File: config.mk
export PLATFORM = sky130hd
export DESIGN_NAME = gf_mul_feeder
export DESIGN_NICKNAME = d
export VERILOG_FILES = /design/src/rtl/gf_feed_pkg.sv /design/src/rtl/gf_feed_fifo.sv /design/src/rtl/gf_mul_feeder.sv
export SDC_FILE = /design/constraint.sdc
export NUM_CORES = 1
export LEC_CHECK = 0
export CAP_MARGIN = 20
export CORE_ASPECT_RATIO = 0.6
export CORE_MARGIN = 3
export CORE_UTILIZATION = 52
export CTS_CLUSTER_SIZE = 24
export DETAILED_ROUTE_END_ITERATION = 12
export HOLD_SLACK_MARGIN = 0.03
export PLACE_DENSITY = 0.87
export REMOVE_ABC_BUFFERS = 1
export SYNTH_ARGS = -nofsm -noshare
export SYNTH_HDL_FRONTEND = slang
export SYNTH_SLANG_ARGS = --single-unit
File: constraint.sdc
create_clock -name clk -period 3.8 [get_ports clk]
set_clock_uncertainty 0.05 [all_clocks]
set_input_delay 1.14 -clock clk [delete_from_list [all_inputs] [get_ports clk]]
set_output_delay 1.14 -clock clk [all_outputs]
set_load 0.02 [all_outputs]
File: src/rtl/gf_feed_pkg.sv
// Shared constants and helpers for the GF(2^m) multiplier feeder.
// GF16_POLY is the x^16+x^5+x^3+x+1 reference polynomial with the x^16 term implied.
package gf_feed_pkg;

  localparam int GF_WIDTH   = 16;
  localparam int GF_LATENCY = 12;
  localparam int GF_DEPTH   = 4;

  localparam logic [15:0] GF16_POLY = 16'h002B;

  function automatic int clog2(input int value);
    int r;
    r = 0;
    for (int i = 0; i < 31; i++) begin
      if ((1 << i) < value) r = i + 1;
    end
    return r;
  endfunction

endpackage

File: src/rtl/gf_feed_fifo.sv
// Show-ahead result FIFO: power-of-two depth, wrap-bit pointers, head entry
// visible on rd_data without a read request.
module gf_feed_fifo
  import gf_feed_pkg::*;
#(
  parameter int DW    = 16,
  parameter int DEPTH = 4
) (
  input  logic                    clk,
  input  logic                    rst,
  input  logic                    push,
  input  logic [DW-1:0]           wr_data,
  input  logic                    pop,
  output logic [DW-1:0]           rd_data,
  output logic                    full,
  output logic                    empty,
  output logic [clog2(DEPTH):0]   count
);

  localparam int AW = clog2(DEPTH);
  localparam logic [AW:0] PTR_ONE = (AW + 1)'(1);

  logic [DW-1:0] mem [DEPTH];
  logic [AW:0]   wr_ptr_reg;
  logic [AW:0]   rd_ptr_reg;

  always_ff @(posedge clk or negedge rst) begin
    if (!rst) begin
      wr_ptr_reg <= '0;
      rd_ptr_reg <= '0;
    end else begin
      if (push) wr_ptr_reg <= wr_ptr_reg + PTR_ONE;
      if (pop)  rd_ptr_reg <= rd_ptr_reg + PTR_ONE;
    end
  end

  // Storage carries no reset; empty gating downstream hides stale contents.
  always_ff @(posedge clk) begin
    if (push) mem[wr_ptr_reg[AW-1:0]] <= wr_data;
  end

  assign empty   = (wr_ptr_reg == rd_ptr_reg);
  assign full    = (wr_ptr_reg[AW] != rd_ptr_reg[AW]) &&
                   (wr_ptr_reg[AW-1:0] == rd_ptr_reg[AW-1:0]);
  assign count   = wr_ptr_reg - rd_ptr_reg;
  assign rd_data = mem[rd_ptr_reg[AW-1:0]];

  assert property (@(posedge clk) disable iff (!rst) !(push && full));
  assert property (@(posedge clk) disable iff (!rst) !(pop && empty));

endmodule

File: src/rtl/gf_mul_feeder.sv
// Host-side feeder for the GF(2^m) systolic multiplier: launches operand
// triples, tracks them through a latency pipe and returns results in order.
// Optional tag path enabled by defining GF_FEED_TAG_EN.
module gf_mul_feeder
  import gf_feed_pkg::*;
#(
  parameter int WIDTH   = GF_WIDTH,
  parameter int LATENCY = GF_LATENCY,
`ifdef GF_FEED_TAG_EN
  parameter int TAG_W   = 4,
`endif
  parameter int DEPTH   = GF_DEPTH
) (
  input  logic             clk,
  input  logic             rst,
  input  logic             s_valid,
  output logic             s_ready,
  input  logic [WIDTH-1:0] s_a,
  input  logic [WIDTH-1:0] s_b,
  input  logic [WIDTH-1:0] s_g,
  output logic             arr_ctr,
  output logic [WIDTH-1:0] arr_ai,
  output logic [WIDTH-1:0] arr_bi,
  output logic [WIDTH-1:0] arr_gi,
  input  logic [WIDTH-1:0] arr_po,
  output logic             m_valid,
  input  logic             m_ready,
  output logic [WIDTH-1:0] m_data,
`ifdef GF_FEED_TAG_EN
  input  logic [TAG_W-1:0] s_tag,
  output logic [TAG_W-1:0] m_tag,
`endif
  output logic             busy
);

  localparam int CW = clog2(DEPTH) + 1;
  localparam logic [CW-1:0] DEPTH_C = CW'(DEPTH);
  localparam logic [CW-1:0] CNT_ONE = CW'(1);
`ifdef GF_FEED_TAG_EN
  localparam int DW = WIDTH + TAG_W;
`else
  localparam int DW = WIDTH;
`endif

  logic             s_ready_reg;
  logic             ctr_reg;
  logic [WIDTH-1:0] a_reg, b_reg, g_reg;
  logic [LATENCY:0] pipe_reg;
  logic [CW-1:0]    cnt_reg, cnt_next;
  logic             accept, pop, push;
  logic             fifo_full, fifo_empty;
  logic [CW-1:0]    fifo_count;
  logic [DW-1:0]    fifo_wr_data, fifo_rd_data;

  assign accept = s_valid && s_ready_reg;
  assign pop    = !fifo_empty && m_ready;
  // Stage LATENCY is high exactly in the cycle the array presents the result.
  assign push   = pipe_reg[LATENCY];

  // Credits cover both in-flight ops and buffered results, so a launched op
  // always has a FIFO slot waiting for it.
  always_comb begin
    cnt_next = cnt_reg;
    if (accept && !pop)      cnt_next = cnt_reg + CNT_ONE;
    else if (pop && !accept) cnt_next = cnt_reg - CNT_ONE;
  end

  always_ff @(posedge clk or negedge rst) begin
    if (!rst) begin
      s_ready_reg <= 1'b0;
      ctr_reg     <= 1'b0;
      a_reg       <= '0;
      b_reg       <= '0;
      g_reg       <= '0;
      pipe_reg    <= '0;
      cnt_reg     <= '0;
    end else begin
      s_ready_reg <= (cnt_next < DEPTH_C);
      ctr_reg     <= accept;
      cnt_reg     <= cnt_next;
      pipe_reg    <= {pipe_reg[LATENCY-1:0], accept};
      if (accept) begin
        a_reg <= s_a;
        b_reg <= s_b;
        g_reg <= s_g;
      end
    end
  end

`ifdef GF_FEED_TAG_EN
  logic [TAG_W-1:0] tag_pipe_reg [LATENCY+1];

  always_ff @(posedge clk or negedge rst) begin
    if (!rst) begin
      for (int i = 0; i <= LATENCY; i++) tag_pipe_reg[i] <= '0;
    end else begin
      tag_pipe_reg[0] <= s_tag;
      for (int i = 1; i <= LATENCY; i++) tag_pipe_reg[i] <= tag_pipe_reg[i-1];
    end
  end

  assign fifo_wr_data = {tag_pipe_reg[LATENCY], arr_po};
  assign m_tag        = fifo_empty ? '0 : fifo_rd_data[DW-1:WIDTH];
`else
  assign fifo_wr_data = arr_po;
`endif

  gf_feed_fifo #(
    .DW    (DW),
    .DEPTH (DEPTH)
  ) u_fifo (
    .clk     (clk),
    .rst     (rst),
    .push    (push),
    .wr_data (fifo_wr_data),
    .pop     (pop),
    .rd_data (fifo_rd_data),
    .full    (fifo_full),
    .empty   (fifo_empty),
    .count   (fifo_count)
  );

  assign s_ready = s_ready_reg;
  assign arr_ctr = ctr_reg;
  assign arr_ai  = a_reg;
  assign arr_bi  = b_reg;
  assign arr_gi  = g_reg;
  assign m_valid = !fifo_empty;
  assign m_data  = fifo_empty ? '0 : fifo_rd_data[WIDTH-1:0];
  assign busy    = (cnt_reg != '0);

  assert property (@(posedge clk) disable iff (!rst)
    (fifo_count <= cnt_reg) && (!fifo_full || cnt_reg == DEPTH_C));

endmodule

* After elaboration in Yosys (flattened, before gate mapping) *
Memory sizes are Yosys's and may differ from the RTL's.
Index checks and enable logic that the tools add are counted.
W data, S select, Z words.

storage, ports and cells
  register bits after elaboration = 72
  RAM bits = 64
  input bits = 68
  output and inout port bits = 68
  logic and storage cells = 29
  memories = 1

memories
  memory      words  width  rd ports  clocked after Yosys merged registers in  write ports  line                source
  u_fifo.mem  4      16     1         0                                        1            gf_feed_fifo.sv:23  logic [DW-1:0] mem [DEPTH];

operators by class
  add/subtract/negate cells = 4
  $lt $le $gt $ge = 1
  eq/ne operators = 1
  multiplexer cells = 5
  reductions and logical operators = 8

operator list
  cell                   number
  $mux W16               1
  $add A3 B1 Y3 const B  3
  $mux W3                2
  $logic_and A1 B1 Y1    4
  $eq A3 B3 Y1           1
  $logic_not A1 Y1       3
  $lt A3 B3 Y1 const B   1
  $reduce_bool A3 Y1     1
  $sub A3 B1 Y3 const B  1
  $mux W1                2

* Logic depth before layout (Yosys ltp) *
Gate-level depths: netlist (run 1).

  word-level depth = 7
  mapped depth = 8
  gate-level depth less buffers = 7

* By module *
A second synthesis (run 1) with hierarchy kept.

second synthesis, totals
  cell total of the unflattened synthesis = 285
  area total of the unflattened synthesis = 5,233.8 µm²

modules (own cells, without submodules)
  module         times used  cells each  area each (µm²)  sequential area each (µm²)
  gf_feed_fifo   1           121         2,738.9          2,072.0
  gf_mul_feeder  1           164         2,494.9          1,626.6

* Worst setup path after synthesis (run 1) *
No wires, ideal clock.

  kind = register to output
  from = reg u_fifo.rd_ptr_reg[0]
  to = out m_data[10]
  arrival = 1.407 ns
  required time = 2.610 ns
  slack = 1.203 ns
  cell stages (with the launch flop) = 6
  buffers on the path = 2
  cells stage by stage = dfrtp_1 > buf_6 > xor2_2 > nor3_4 > buf_6 > nor2b_1

between the ends
  longest elaborated chain between the ends = 2
  elaborated cells on any way between the ends = 3
  classes of those cells = eq/ne: 1; mux: 1; memory: 1

ends and longest elaborated chain
  what                                                   line                  source
  from (decl)                                            gf_feed_fifo.sv:25    logic [AW:0] rd_ptr_reg;
  from (signal assigned)                                 gf_feed_fifo.sv:33    if (pop) rd_ptr_reg <= rd_ptr_reg + PTR_ONE;
  $mem_v2 Z4 W16 / $eq A3 B3 Y1 (equally long branches)  --
  $mux W16 *                                             gf_mul_feeder.sv:129  assign m_data = fifo_empty ? '0 : fifo_rd_data[WIDTH-1:0];
  to (decl)                                              gf_mul_feeder.sv:28   output logic [WIDTH-1:0] m_data,

Mark *: on every way between the ends. The rest lies on a longest branch, timed or not.

* Final worst setup path (run 1) *
  from = reg u_fifo.wr_ptr_reg[0]
  to = out m_data[4]

between the ends
  longest elaborated chain between the ends = 2

ends and longest elaborated chain
  what                    line                  source
  from (decl)             gf_feed_fifo.sv:24    logic [AW:0] wr_ptr_reg;
  from (signal assigned)  gf_feed_fifo.sv:32    if (push) wr_ptr_reg <= wr_ptr_reg + PTR_ONE;
  $eq A3 B3 Y1            gf_feed_fifo.sv:42    assign empty = (wr_ptr_reg == rd_ptr_reg);
  $mux W16                gf_mul_feeder.sv:129

Every way passes these cells.

==> flow_metrics.env, run 1 <==
export IMPL_route_vias_total=2982
export IMPL_worst_path_max_fanout=12
export IMPL_clk_pin_slew_ps=50
export IMPL_drc=0
export IMPL_netlist_instances=285
export IMPL_cp_arrival_ps=2490
export IMPL_die_x_microns=136.2
export IMPL_cts_resized=0
export IMPL_path_class="reg -> out"
export IMPL_status="complete, no violations"
export IMPL_initial_core_util_pct=55.52
export IMPL_slew_headroom_pct=39.63
export IMPL_antennaDiodeCount=0
export IMPL_rrSetupSlack_ps=1470
export IMPL_overflow=0
export IMPL_vdd_drop_max_v=0.0004713
export IMPL_tightestPinTransition_ps=905.5
export IMPL_grt_max_degree=49
export IMPL_rows=27
export IMPL_p_int_uw=4111
export IMPL_clockBufferDepth=2
export IMPL_yosysSeqAreaShare_pct=69.93
export IMPL_synth_area_per_cell_sq_um=18.56
export IMPL_wl_microns=11030
export IMPL_power_leakage_uw=0.002831
export IMPL_cap_violations=0
export IMPL_ctsHoldBuffers=0
export IMPL_slew_violations=0
export IMPL_drtIter0Drc=118
export IMPL_synthTopCellsByCount="dfrtp_1 (71), edfxtp_1 (64), mux2_2 (48), mux4_2 (12), ha_1 (10)"
export IMPL_power_frac_comb_pct=40.4
export IMPL_timing_rr_start="u_fifo.wr_ptr_reg[0]"
export IMPL_min_period_over_period_pct=96.77
export IMPL_drt_wirelength_per_cell_microns=19.09
export IMPL_drive_gt1_share_pct=23.66
export IMPL_worstPathRequired_ps=2610
export IMPL_startpoint_type="register"
export IMPL_hold_class="reg -> reg"
export IMPL_netlist_area_sq_um=5289
export IMPL_multi_input_area_sq_um=1490
export IMPL_clk_latency_ps=400
export IMPL_track_usage_pct=20.52
export IMPL_hold_violations=0
export IMPL_switching_share_pct=32.43
export IMPL_core_area_sq_um=9527
export IMPL_synth_cell_type_count=31
export IMPL_setup_viol=0
export IMPL_async_flop_share_pct=52.59
export IMPL_fp_dieH_microns=84.12
export IMPL_ys_top_cells_by_area="edfxtp_1 (36%), dfrtp_1 (34%), mux2_2 (10%), mux4_2 (5.1%), ha_1 (2.4%)"
export IMPL_p_per_area_nw_per_um2=829.6
export IMPL_fmax_mhz=271.9
export IMPL_clock_sinks=135
export IMPL_drt_first_pass_iters=4
export IMPL_root_buffer="clkbuf_16"
export IMPL_post_cts_buffers=0
export IMPL_fin_crit_ps=3677
export IMPL_rsz0062_at_grt="no"
export IMPL_hpwl_microns=7747
export IMPL_synth_most_common_cell="dfrtp_1"
export IMPL_power_switching_uw=1973
export IMPL_tns_ps=0
export IMPL_port_buffers=135
export IMPL_viasPerCell=5.159
export IMPL_grt_pass1_wl_microns=17740
export IMPL_seqCellArea_sq_um=3699
export IMPL_ys_flop_type="dfrtp_1"
export IMPL_grt_pass1_vias=3305
export IMPL_nets=513
export IMPL_cts_tree="done"
export IMPL_htree_levels=4
export IMPL_die_area_sq_um=11460
export IMPL_ys_ff_latch=135
export IMPL_gp_congestion=0.7728
export IMPL_pwr_share_seq_pct=34.8
export IMPL_end_kind="output port"
export IMPL_io_pins=136
export IMPL_antenna_found_initial=0
export IMPL_yosysWarnings=0
export IMPL_largest_reg_flops=64
export IMPL_crit_end="m_data[4]"
export IMPL_reg2reg_depth=7
export IMPL_numCtsBuffers=17
export IMPL_synth_area_leader_cell="edfxtp_1"
export IMPL_ant_nets=0
export IMPL_syn_to_final_growth_pct=38.68
export IMPL_synth_edff_count=64
export IMPL_crit_path_start="u_fifo.wr_ptr_reg[0]"
export IMPL_final_fill_count=560
export IMPL_post_route_util_pct=76.99
export IMPL_synth_top_area_share_pct=36.34
export IMPL_clockPowerShare_pct=24.8
metal layers:
metal	track usage, %	vias up	part of all wire [%]	routed length, microns
li1	-	1356	-	-
met2	34.13	67	53	5800
met3	4.639	18	4.0	438
met5	0	-	0	0
met1	26.18	1541	42	4601
met4	8.692	0	1.7	191
final cells by class:
| class | count | share of cell area (%) |
|---|---|---|
| inverter | 9 | 0.4606 |
| tap | 130 | 2.218 |
| sequential | 135 | 50.43 |
| clock inverter | 13 | 1.535 |
| clock buffer | 19 | 5.902 |
| multi-input combinational | 131 | 20.32 |
| timing repair buffer | 141 | 19.14 |
critical path, cell delays in order (launching register included):
cell,delay [ps]
dfrtp_1,460
xor2_2,260
nor3_4,340
buf_4,260
and2b_2,240
clkdlybuf4s50_1,530
how the worst min path moves through the flow:
stage,from,slack (ps),to,depth (start not counted)
2_1_floorplan,pipe_reg[9],280,pipe_reg[10],0
3_3_place_gp,pipe_reg[2],280,pipe_reg[3],0
3_5_place_dp,pipe_reg[2],290,pipe_reg[3],0
4_1_cts,pipe_reg[2],300,pipe_reg[3],0
5_1_grt,pipe_reg[3],300,pipe_reg[4],0
6_report,pipe_reg[2],300,pipe_reg[3],0
cell usage in the layout (no fill, tap or decap), types with 7 or more instances in the layout:
master	instances
dfrtp_1	71
inv_1	9
mux2_2	48
mux4_2	12
and2b_2	7
clkdlybuf4s50_1	134
nor2b_1	9
edfxtp_1	64
ha_1	10
clkbuf_16	17
through the flow:
stage          total power [uW]  worst slack [ps]  instance area, sq um  hold WS [ps]  cells
3_3_place_gp               4522             626.8                  6789         284.0    546
3_5_place_dp               4614             534.1                  6789         286.3    546
4_1_cts                    6143             101.4                  7335         298.1    578
5_1_grt                    6389             39.69                  7335         303.4    578
6_report                   6085             122.6                  7335         296.6    578
2_1_floorplan              3509             505.5                  5220         281.2    275
power by group through the flow:
stage	clock network (uW)	logic, uW	registers (uW)
floorplan	0	1130	2380
global placement	0	2410	2110
detailed placement	0	2470	2140
CTS	1530	2490	2120
global route	1610	2610	2160
finish	1510	2460	2120
cell families (layout without fill, tap and decap cells):
| family | Yosys count | after routing | share of synthesized area (%) |
|---|---|---|---|
| buffers and inverters | 19 | 182 | 1.940 |
| AOI/OAI and AO/OA | 13 | 13 | 2.011 |
| xor gates and xnor gates | 8 | 8 | 1.751 |
| DFF | 135 | 135 | 69.93 |
| muxes | 64 | 64 | 17.32 |
| and+or+nand+nor | 36 | 36 | 4.684 |
| adders and majority gates | 10 | 10 | 2.366 |
Note: power is estimated with default switching activity, not from simulation.
==> inputs of run 2 (changes only) <==
--- a/constraint.sdc
+++ b/constraint.sdc
@@ -4,2 +4,2 @@
 set_output_delay 1.14 -clock clk [all_outputs]
-set_load 0.02 [all_outputs]
+set_load 0.005 [all_outputs]
==> flow_metrics.env, run 2 (synthesis gave the netlist of run 1 again) <==
export IMPL_placement_cell_area_sq_um=6789
export IMPL_core_area_sq_um=9527
export IMPL_initial_core_util_pct=55.52
export IMPL_ant_nets=0
export IMPL_clockPowerShare_pct=27.1
export IMPL_startpoint_type="register"
export IMPL_hpwl_microns=7840
export IMPL_syn_to_final_growth_pct=39.01
export IMPL_antennaDiodeCount=0
export IMPL_rsz0062_at_grt="no"
export IMPL_io_pins=136
export IMPL_track_usage_pct=21.22
export IMPL_overflow=0
export IMPL_port_buffers=135
export IMPL_drt_wirelength_per_cell_microns=19.48
export IMPL_power_switching_uw=1559
export IMPL_numCtsBuffers=17
export IMPL_end_kind="output port"
export IMPL_pwr_share_seq_pct=37.4
export IMPL_clk_latency_ps=400
export IMPL_die_x_microns=136.2
export IMPL_hold_class="reg -> reg"
export IMPL_clockBufferDepth=2
export IMPL_slew_violations=0
export IMPL_min_period_over_period_pct=96.83
export IMPL_grt_pass1_vias=3300
export IMPL_power_frac_comb_pct=35.6
export IMPL_tns_ps=0
export IMPL_layout_commonest_cell="clkdlybuf4s50_1"
export IMPL_rows=27
export IMPL_slew_headroom_pct=38.17
export IMPL_rrSetupSlack_ps=1290
export IMPL_gp_congestion=0.7579
export IMPL_final_cell_area_sq_um=7352
export IMPL_tightestPinTransition_ps=927.5
export IMPL_p_per_area_nw_per_um2=776.8
export IMPL_path_class="reg -> out"
export IMPL_reg2reg_depth=8
export IMPL_p_int_uw=4152
export IMPL_nets=513
export IMPL_drive_gt1_share_pct=24.11
export IMPL_fp_dieH_microns=84.12
export IMPL_clk_pin_slew_ps=60
export IMPL_holdPathEnd="pipe_reg[5]"
export IMPL_largest_reg_flops=64
export IMPL_drtIter0Drc=169
export IMPL_post_cts_buffers=0
export IMPL_drc=0
export IMPL_grt_max_degree=49
export IMPL_hold_path_startpoint="pipe_reg[4]"
export IMPL_die_area_sq_um=11460
export IMPL_worstPathRequired_ps=2610
export IMPL_setup_viol=0
export IMPL_timing_rr_start="u_fifo.rd_ptr_reg[0]"
export IMPL_power_leakage_uw=0.002845
export IMPL_cp_arrival_ps=2490
export IMPL_fin_crit_ps=3679
export IMPL_clock_sinks=135
export IMPL_viasPerCell=5.137
export IMPL_wl_microns=11260
export IMPL_layout_common_cells="clkdlybuf4s50_1 (134), dfrtp_1 (70), edfxtp_1 (64)"
export IMPL_htree_levels=4
export IMPL_root_buffer="clkbuf_16"
export IMPL_grt_pass1_wl_microns=18220
export IMPL_cap_violations=0
export IMPL_hold_path_cell_count=0
export IMPL_vdd_drop_max_v=0.0004921
export IMPL_cts_tree="done"
export IMPL_route_vias_total=2969
export IMPL_status="complete, no violations"
export IMPL_antenna_found_initial=1
export IMPL_drt_first_pass_iters=4
export IMPL_switching_share_pct=27.29
export IMPL_fmax_mhz=271.8
export IMPL_hold_violations=0
export IMPL_crit_path_start="u_fifo.rd_ptr_reg[0]"
export IMPL_worst_path_max_fanout=12
## run 2: power groups by stage
stage | registers, uW | clock network [uW] | logic [uW]
6_report | 2130 | 1550 | 2030
5_1_grt | 2180 | 1640 | 2200
4_1_cts | 2140 | 1560 | 2060
3_3_place_gp | 2130 | 0 | 1990
2_1_floorplan | 2170 | 0 | 926
3_5_place_dp | 2160 | 0 | 2040
## run 2: per-stage QoR
step / cells / util, % / worst slack (ps) / power [uW] / hold slack [ps]
global route: 578 / 77.17 / 2.350 / 6022 / 303.8
floorplan: 275 / - / 505.3 / 3097 / 281.2
detailed placement: 546 / 71.26 / 378.9 / 4200 / 284.7
global placement: 546 / 71.26 / 418.8 / 4121 / 281.8
CTS: 578 / 77.17 / 87.24 / 5765 / 296.8
finish: 578 / 77.17 / 120.6 / 5711 / 292.0
## run 2: worst max-delay path by stage
stage	end	slack, ps
6_report	m_data[15]	120
5_1_grt	m_data[0]	2
4_1_cts	m_data[15]	90
3_5_place_dp	m_data[15]	380
3_3_place_gp	m_data[15]	420
2_1_floorplan	register	510
## run 2: area by class of cell
cell class,count,area (sq um)
Tap cell,130,162.7
Fill cell,580,2175
Sequential cell,135,3700
Inverter,9,33.78
Multi-Input combinational cell,131,1490
Timing Repair Buffer,141,1404
Clock inverter,3,41.29
Clock buffer,29,520.5
## run 2: per-layer routing
metal | global-route usage [%] | share of wire, % | vias up
li1 | - | - | 1358
met1 | 27.63 | 44 | 1532
met2 | 34.44 | 51 | 60
met3 | 5.301 | 3.3 | 17
met4 | 8.692 | 1.6 | 2
met5 | 0 | 0.15 | -
## run 2: what timing repair did
action                     CTS  global route
setup endpoints to repair    5             0
hold buffers                 0             0
gates resized for setup      1             0
## run 2: worst max-delay path: stages, from the launching register on
cell and delay, ps:
dfrtp_2 530, buf_4 310, mux4_1 590, and2b_2 200
clkdlybuf4s50_1 440
==> inputs of run 3 (changes only) <==
Settings changed: CORE_ASPECT_RATIO 0.6 to 1.1, SLEW_MARGIN set to 20.
==> flow_metrics.env, run 3 (synthesis gave the netlist of run 1 again) <==
export IMPL_clockBufferDepth=2
export IMPL_clock_sinks=135
export IMPL_hold_path_cell_count=0
export IMPL_worst_path_max_fanout=18
export IMPL_end_kind="output port"
export IMPL_viasPerCell=5.274
export IMPL_slew_headroom_pct=41.80
export IMPL_drt_wirelength_per_cell_microns=19.63
export IMPL_critical_path_slowest_cell="mux4_1"
export IMPL_holdPathEnd="pipe_reg[10]"
export IMPL_hpwl_microns=7468
export IMPL_htree_levels=4
export IMPL_nets=514
export IMPL_clk_pin_slew_ps=60
export IMPL_critPathMaxStageDelay_ps=630
export IMPL_setup_viol=0
export IMPL_grt_pass1_wl_microns=18300
export IMPL_syn_to_final_growth_pct=39.48
export IMPL_track_usage_pct=21.54
export IMPL_antennaDiodeCount=0
export IMPL_slew_violations=0
export IMPL_die_x_microns=102.2
export IMPL_port_buffers=135
export IMPL_drt_first_pass_iters=4
export IMPL_core_area_sq_um=9629
export IMPL_grt_max_degree=40
export IMPL_wl_microns=11110
export IMPL_clk_latency_ps=510
export IMPL_worstPathRequired_ps=2610
export IMPL_rows=37
export IMPL_rsz0062_at_grt="no"
export IMPL_crit_chain="buf_6, mux4_1, and2b_2, clkdlybuf4s50_1"
export IMPL_fin_crit_ps=3653
export IMPL_fmax_mhz=273.7
export IMPL_gp_congestion=0.7040
export IMPL_ant_nets=0
export IMPL_largest_reg_flops=64
export IMPL_overflow=0
export IMPL_fp_dieH_microns=111.8
export IMPL_critPathBufInv=2
export IMPL_root_buffer="clkbuf_8"
export IMPL_placedCellCount=531
export IMPL_tns_ps=0
export IMPL_drive_gt1_share_pct=25.39
export IMPL_grt_pass1_vias=3382
export IMPL_io_pins=136
export IMPL_reg2reg_depth=7
export IMPL_cts_tree="done"
export IMPL_die_area_sq_um=11420
export IMPL_hold_class="reg -> reg"
export IMPL_tightestPinTransition_ps=873.0
export IMPL_antenna_found_initial=0
export IMPL_route_vias_total=2985
export IMPL_p_per_area_nw_per_um2=782.9
export IMPL_numCtsBuffers=17
export IMPL_rrSetupSlack_ps=1560
export IMPL_cap_violations=0
export IMPL_min_period_over_period_pct=96.14
export IMPL_hold_violations=0
export IMPL_path_class="reg -> out"
export IMPL_timing_rr_start="u_fifo.wr_ptr_reg[0]"
export IMPL_status="complete, no violations"
export IMPL_hold_path_startpoint="pipe_reg[9]"
export IMPL_final_cells=566
export IMPL_power_leakage_uw=0.002866
export IMPL_layout_common_cells="clkdlybuf4s50_1 (134), dfrtp_1 (71), edfxtp_1 (64)"
export IMPL_vdd_drop_max_v=0.0004351
export IMPL_cp_arrival_ps=2460
export IMPL_initial_core_util_pct=54.92
export IMPL_drtIter0Drc=80
export IMPL_drc=0
export IMPL_startpoint_type="register"
export IMPL_layout_commonest_cell="clkdlybuf4s50_1"
export IMPL_cp_top_family="buffers and inverters"
==> run 3: how the worst max path moves through the flow <==
| stage | cells past startpoint | slack [ps] | to | from |
|---|---|---|---|---|
| floorplan | 5 | 510 | register | s_valid |
| global placement | 4 | 600 | m_data[1] | u_fifo.wr_ptr_reg[0] |
| detailed placement | 4 | 530 | m_data[2] | u_fifo.wr_ptr_reg[0] |
| CTS | 4 | 10 | m_data[1] | u_fifo.rd_ptr_reg[0] |
| global route | 4 | 60 | m_data[1] | u_fifo.rd_ptr_reg[0] |
| finish | 4 | 150 | m_data[1] | u_fifo.rd_ptr_reg[0] |
==> run 3: routing by layer <==
| layer | vias to the layer above | global-route usage (%) | wire (microns) |
|---|---|---|---|
| met5 | - | 0 | 0 |
| met4 | 0 | 6.387 | 147 |
| met3 | 14 | 11.15 | 1165 |
| met2 | 136 | 33.98 | 5477 |
| met1 | 1480 | 25.87 | 4322 |
| li1 | 1355 | - | - |
==> run 3: area by class of cell <==
type,count,area [sq um]
Inverter,9,33.78
Clock inverter,12,123.9
Multi-Input combinational cell,131,1490
Tap cell,117,146.4
Sequential cell,135,3699
Timing Repair Buffer,142,1428
Fill cell,566,2252
Clock buffer,20,456.7
==> run 3: where the power goes <==
group	total [uW]	switching (uW)	internal, uW
sequential	2120	196	1930
combinational	2060	797	1270
clock	1590	602	987
==> run 3: repair_timing <==
action | 4_1_cts | 5_1_grt
pin swaps | 1 | 0
endpoints found under the hold margin | 0 | 0
gates resized for setup | 0 | 1
hold buffers | 0 | 0
setup endpoints to repair | 4 | 3
setup buffers | 3 | 0
==> run 3: per-stage QoR <==
step	utilization (%)	setup slack (ps)	power (uW)	hold slack, ps	instance area, sq um
4_1_cts	76.57	10.96	5842	300.9	7373
3_5_place_dp	70.18	533.8	4161	286.3	6758
2_1_floorplan	-	505.3	3097	281.2	5220
3_3_place_gp	70.18	597.5	4070	287.3	6758
6_report	76.61	146.8	5776	296.7	7377
5_1_grt	76.61	55.09	6122	303.5	7377
==> RTL edit 1: new RTL, flow settings as in run 2 <==
Change the package constant `GF_LATENCY` from 12 to 6.
--- a/src/rtl/gf_feed_pkg.sv
+++ b/src/rtl/gf_feed_pkg.sv
@@ -3,7 +3,7 @@
 package gf_feed_pkg;
 
   localparam int GF_WIDTH   = 16;
-  localparam int GF_LATENCY = 12;
+  localparam int GF_LATENCY = 6;
   localparam int GF_DEPTH   = 4;
 
   localparam logic [15:0] GF16_POLY = 16'h002B;
Behaviour: not the same (Yosys sat finds a counterexample within 10 cycles, from zero or initial values and one cycle with rst low).
==> RTL edit 1 against run 2 <==
- cell area fell by 0.32%
- power rose by 5.3%
- sequential cell count fell by 6
- first-iteration DRC count rose by 5.3%
- routed wire length rose by 3.0%
- worst setup slack improved by 0.051 ns
- global-route usage rose by 0.94 points
- maximum frequency rose by 1.4%
- area after synthesis fell by 2.8%
- utilization rose by 0.86 points
- register-to-register slack improved by 0.06 ns
- final cell count fell by 0.69%
- synthesized cell count fell by 2.1%
- critical path type unchanged
- critical endpoint is now m_data[0]
- largest power group is now combinational cells
==> RTL edit 1: results (changes against run 2) <==
- Post-synthesis share of cell area spent on xor and xnor gates: 0.0180 (+0.000512)
- Synth warn: 0 (unchanged)
- Slew headroom: 0.389 (+0.00760)
- Slack of the critical path: 0.171 ns (+0.0509 ns)
- Worst Setup EP: m_data[0]
- Global router's overall resource usage: 0.222 (+0.00943)
- Register area share after synthesis: 0.691 (-0.00879)
- Non-clk buf share: 0.194 (+0.00267)
- Layout clock buffers: 20 (-31%)
- Most frequent cells after synthesis: dfrtp_1, edfxtp_1, mux2_2
- CP delay by family, top: buffers and inverters
- Area of placed instances: 6620 µm² (-2.5%)
- Share of cells above drive strength 1: 0.252 (+0.0112)
- # Max-Cap Violations: 0 (unchanged)
- Global placement routability congestion: 0.747 (-1.5%)
- Syn Area/Cell: 18.4 µm² (-0.75%)
- Num sequential: 129 (-4.4%)
- Ys async rst share: 0.504 (-0.0220)
- Critical path arrival: 2.44 ns (-0.05 ns)
- Buffers, non-clock: 143 (+1.4%)
- Vias in the first global route: 3313 (+0.39%)
- Sequential share of cell area: 0.484 (-0.0189)
- CP Max Fanout: 12 (unchanged)
- Comb power: 0.00210 W (+3%)
- First-pass GRT wire length: 18500 µm (+1.6%)
- R2r startpoint: u_fifo.wr_ptr_reg[0]$_DFFE_PN0P_
- Internal reg-to-reg setup slack: 1.35 ns (+0.06 ns)
- Input/output buffers: 135 (unchanged)
- Power Internal: 0.00440 W (+5.9%)
- Post-Route WL: 11600 µm (+3.0%)
- Total power: 0.00601 W (+5.3%)
- HPWL reported at the end of detailed placement: 7630 µm (-2.7%)
- Diode count: 0 (unchanged)
- Worst R2R Path Depth: 7 (-1)
- Synth Area in Adders: 0.0243 (+0.000691)
- Pre-CTS setup slack: 0.379 ns (+0.0000980 ns)
- Post-Layout Cell Count: 574 (-0.69%)
- Leading cell types by total area after synthesis: edfxtp_1, dfrtp_1, mux2_2
- Initial antenna violation count: 0 (-1)
- Status: finished, final reports clean
- Clock Latency Late Sink: approximately 0.4 ns
- Main synth FF type: dfrtp_1
- Net count, final: 509 (-0.78%)
- Vias/cell: 5.20 (+1.2%)
- Placed insts: 539 (-1.3%)
- Fin area: 7330 µm² (-0.32%)
- Post-CTS Setup Inserts: 3 (+3)
- Crit-path max cell delay: 0.57 ns (-0.02 ns)
- Worst vdd ir: 0.463 mV (-5.8%)
- Total CTS buffers: 17 (unchanged)
- Synth Area in Compound Gates: 0.0207 (+0.000588)
- Largest register FFs: 64 (unchanged)
- Clock root buffer master: clkbuf_16
- DRT iter0 DRCs: 178 (+5.3%)
- Clock power share: 0.309 (+0.038)
- Total leakage power: 2.83 nW (-0.46%)
- Fillers: 539 (-7.1%)
- Clock Network Area Fraction: 0.0919 (+0.0154)
- Proportion of synthesized area in mux cells: 0.178 (+0.00506)
==> RTL edit 1: layer usage <==
layer	part of all wire	global-route usage
met2	0.53	0.365
met3	0.040	0.0490
met5	0	0
met1	0.41	0.286
met4	0.017	0.0952
==> RTL edit 1: worst min-delay path by stage <==
stage	startpoint	endpoint	slack, ns	cells past startpoint
2_1_floorplan	pipe_reg[1]$_DFF_PN0_	pipe_reg[2]$_DFF_PN0_	0.28	0
3_3_place_gp	pipe_reg[2]$_DFF_PN0_	pipe_reg[3]$_DFF_PN0_	0.28	0
3_5_place_dp	pipe_reg[1]$_DFF_PN0_	pipe_reg[2]$_DFF_PN0_	0.28	0
4_1_cts	pipe_reg[1]$_DFF_PN0_	pipe_reg[2]$_DFF_PN0_	0.30	0
5_1_grt	pipe_reg[1]$_DFF_PN0_	pipe_reg[2]$_DFF_PN0_	0.30	0
6_report	pipe_reg[1]$_DFF_PN0_	pipe_reg[2]$_DFF_PN0_	0.30	0
==> RTL edit 2: new RTL, config.mk and constraints of run 2 <==
Made on the original files. Build with the macro `GF_FEED_TAG_EN` defined.
--- a/src/rtl/gf_mul_feeder.sv
+++ b/src/rtl/gf_mul_feeder.sv
@@ -1,6 +1,8 @@
 // Host-side feeder for the GF(2^m) systolic multiplier: launches operand
 // triples, tracks them through a latency pipe and returns results in order.
 // Optional tag path enabled by defining GF_FEED_TAG_EN.
+`define GF_FEED_TAG_EN
+
 module gf_mul_feeder
   import gf_feed_pkg::*;
 #(
Interface: changed (added m_tag and s_tag); port bits go from 136 to 144. The function was not compared with the original's and may differ.
==> RTL edit 2 against run 2 <==
- routed wire length increased by 16%
- non-clock buffer count increased by 9
- via count increased by 23%
- worst setup slack improved by 0.032 ns
- cell area increased by 31%
- critical endpoint is now m_data[13]
- maximum frequency increased by 0.89%
- largest cell class unchanged
- power increased by 27%
- largest power group unchanged
- area after synthesis increased by 38%
- utilization decreased by 5.0 points
- sequential cell count increased by 68
==> RTL edit 2: results (changes against run 2) <==
- Net count, final: 603 (+18%)
- DRT iter0 DRCs: 165 (-2.4%)
- Total leakage power: 3.80 nW (+34%)
- Hold WS: 0.291 ns (-0.000610 ns)
- HP Start: tag_pipe_reg[20]$_DFF_PN0_
- Status: finished, final reports clean
- Global placement routability congestion: 0.686 (-9.5%)
- Worst vdd ir: 0.424 mV (-14%)
- Clk buf depth: 3 (+1)
- Internal reg-to-reg setup slack: 1.47 ns (+0.18 ns)
- Global router's overall resource usage: 0.172 (-0.0403)
- Worst R2R Path Depth: 7 (-1)
- Hold Path Sink: tag_pipe_reg[16]$_DFF_PN0_
- Vias in the first global route: 4150 (+26%)
- Critical path arrival: 2.46 ns (-0.03 ns)
- R2r startpoint: u_fifo.wr_ptr_reg[0]$_DFFE_PN0P_
- Largest register FFs: 80 (+25%)
- Most frequent cells after synthesis: dfrtp_1, edfxtp_1, mux2_2
- Vias/cell: 5.09 (-0.90%)
- CP Max Fanout: 21 (+9)
- Clock Latency Late Sink: 0.47 ns (+0.07 ns)
- H-tree depth: 1 (-3)
- Area of placed instances: 8960 µm² (+32%)
- Post-Route WL: 13100 µm (+16%)
- Register area share after synthesis: 0.750 (+0.0509)
- Input/output buffers: 143 (+5.9%)
- Count of flip-flops with a built-in enable after synthesis: 80 (+25%)
- HPWL reported at the end of detailed placement: 8750 µm (+12%)
- Pin count of the biggest net entering global routing: 80 (+63%)
- Share of cells above drive strength 1: 0.218 (-0.0234)
- Total CTS buffers: 18 (+1)
- Slew headroom: 0.296 (-0.0861)
- Synth unique cells: 32 (+3.2%)
RTL edit 2: cell count changes after synthesis, moves of 6 or more:
| cell | delta |
|---|---|
| dfrtp_1 | +52 |
| nor2b_4 | +18 |
| edfxtp_1 | +16 |
| and2b_2 | -7 |
| nor2b_1 | -7 |
| mux4_1 | +6 |
RTL edit 2: worst max-delay path, stage by stage (launching register included):
cell	delay, ns
dfrtp_1	0.46
buf_6	0.32
mux4_1	0.61
nor2b_4	0.15
clkdlybuf4s50_1	0.45
RTL edit 2: worst max-delay path by stage:
stage	from	end	slack [ns]
after floorplan	u_fifo.rd_ptr_reg[0]$_DFFE_PN0P_	m_data[15]	-0.93
after global placement	u_fifo.rd_ptr_reg[0]$_DFFE_PN0P_	m_data[2]	0.61
after detailed placement	u_fifo.rd_ptr_reg[0]$_DFFE_PN0P_	m_data[13]	0.56
after CTS	u_fifo.rd_ptr_reg[0]$_DFFE_PN0P_	m_data[13]	0.004
after global routing	u_fifo.rd_ptr_reg[0]$_DFFE_PN0P_	m_data[15]	0.07
final	u_fifo.rd_ptr_reg[0]$_DFFE_PN0P_	m_data[13]	0.15
RTL edit 2: power breakdown:
part / switching, W / leakage (nW) / internal (W)
clock network: 0.000723 / 0.287 / 0.00108
registers: 0.000218 / 2.18 / 0.00273
logic: 0.000985 / 1.34 / 0.00150
total: 0.00193 / 3.80 / 0.00531
RTL edit 2: what timing repair did:
action,in CTS,in global routing
resized for setup,0,1
endpoints found under the setup margin,0,8
endpoints found under the hold margin,0,0
setup buffers,0,0
RTL edit 2: layer usage:
metal  up-vias  wire length [µm]
met5         -                13
met4         2               111
met3        13               864
met2       117              6630
met1      1886              5470
li1       1647                 -
RTL edit 2: cell families (layout without fill, tap and decap cells):
family | count (synthesis) | in the layout | synth area share
flip-flops | 203 | 203 | 0.750
AO/OA/AOI/OAI | 13 | 13 | 0.0123
adder cells (fa/ha/maj) | 10 | 10 | 0.0171
AND/OR/NAND/NOR | 40 | 40 | 0.0526
multiplexers | 68 | 68 | 0.141
buffers and inverters | 20 | 191 | 0.0152
XOR/XNOR | 8 | 8 | 0.0116
RTL edit 2: final cells by class:
cell class                      count  area, µm²
Sequential cell                   203       5480
Inverter                            9       33.8
Timing Repair Buffer              150       1540
Clock buffer                       26        515
Clock inverter                      6       77.6
Multi-Input combinational cell    139       1720
Tap cell                          187        234
Fill cell                         806       3690
RTL edit 2: through the flow:
| step | cells | utilization | setup slack, ns |
|---|---|---|---|
| global route | 720 | 0.722 | 0.0667 |
| floorplan | 351 | - | -0.927 |
| finish | 720 | 0.722 | 0.153 |
| detailed placement | 686 | 0.674 | 0.557 |
| global placement | 686 | 0.674 | 0.607 |
| CTS | 718 | 0.719 | 0.00371 |
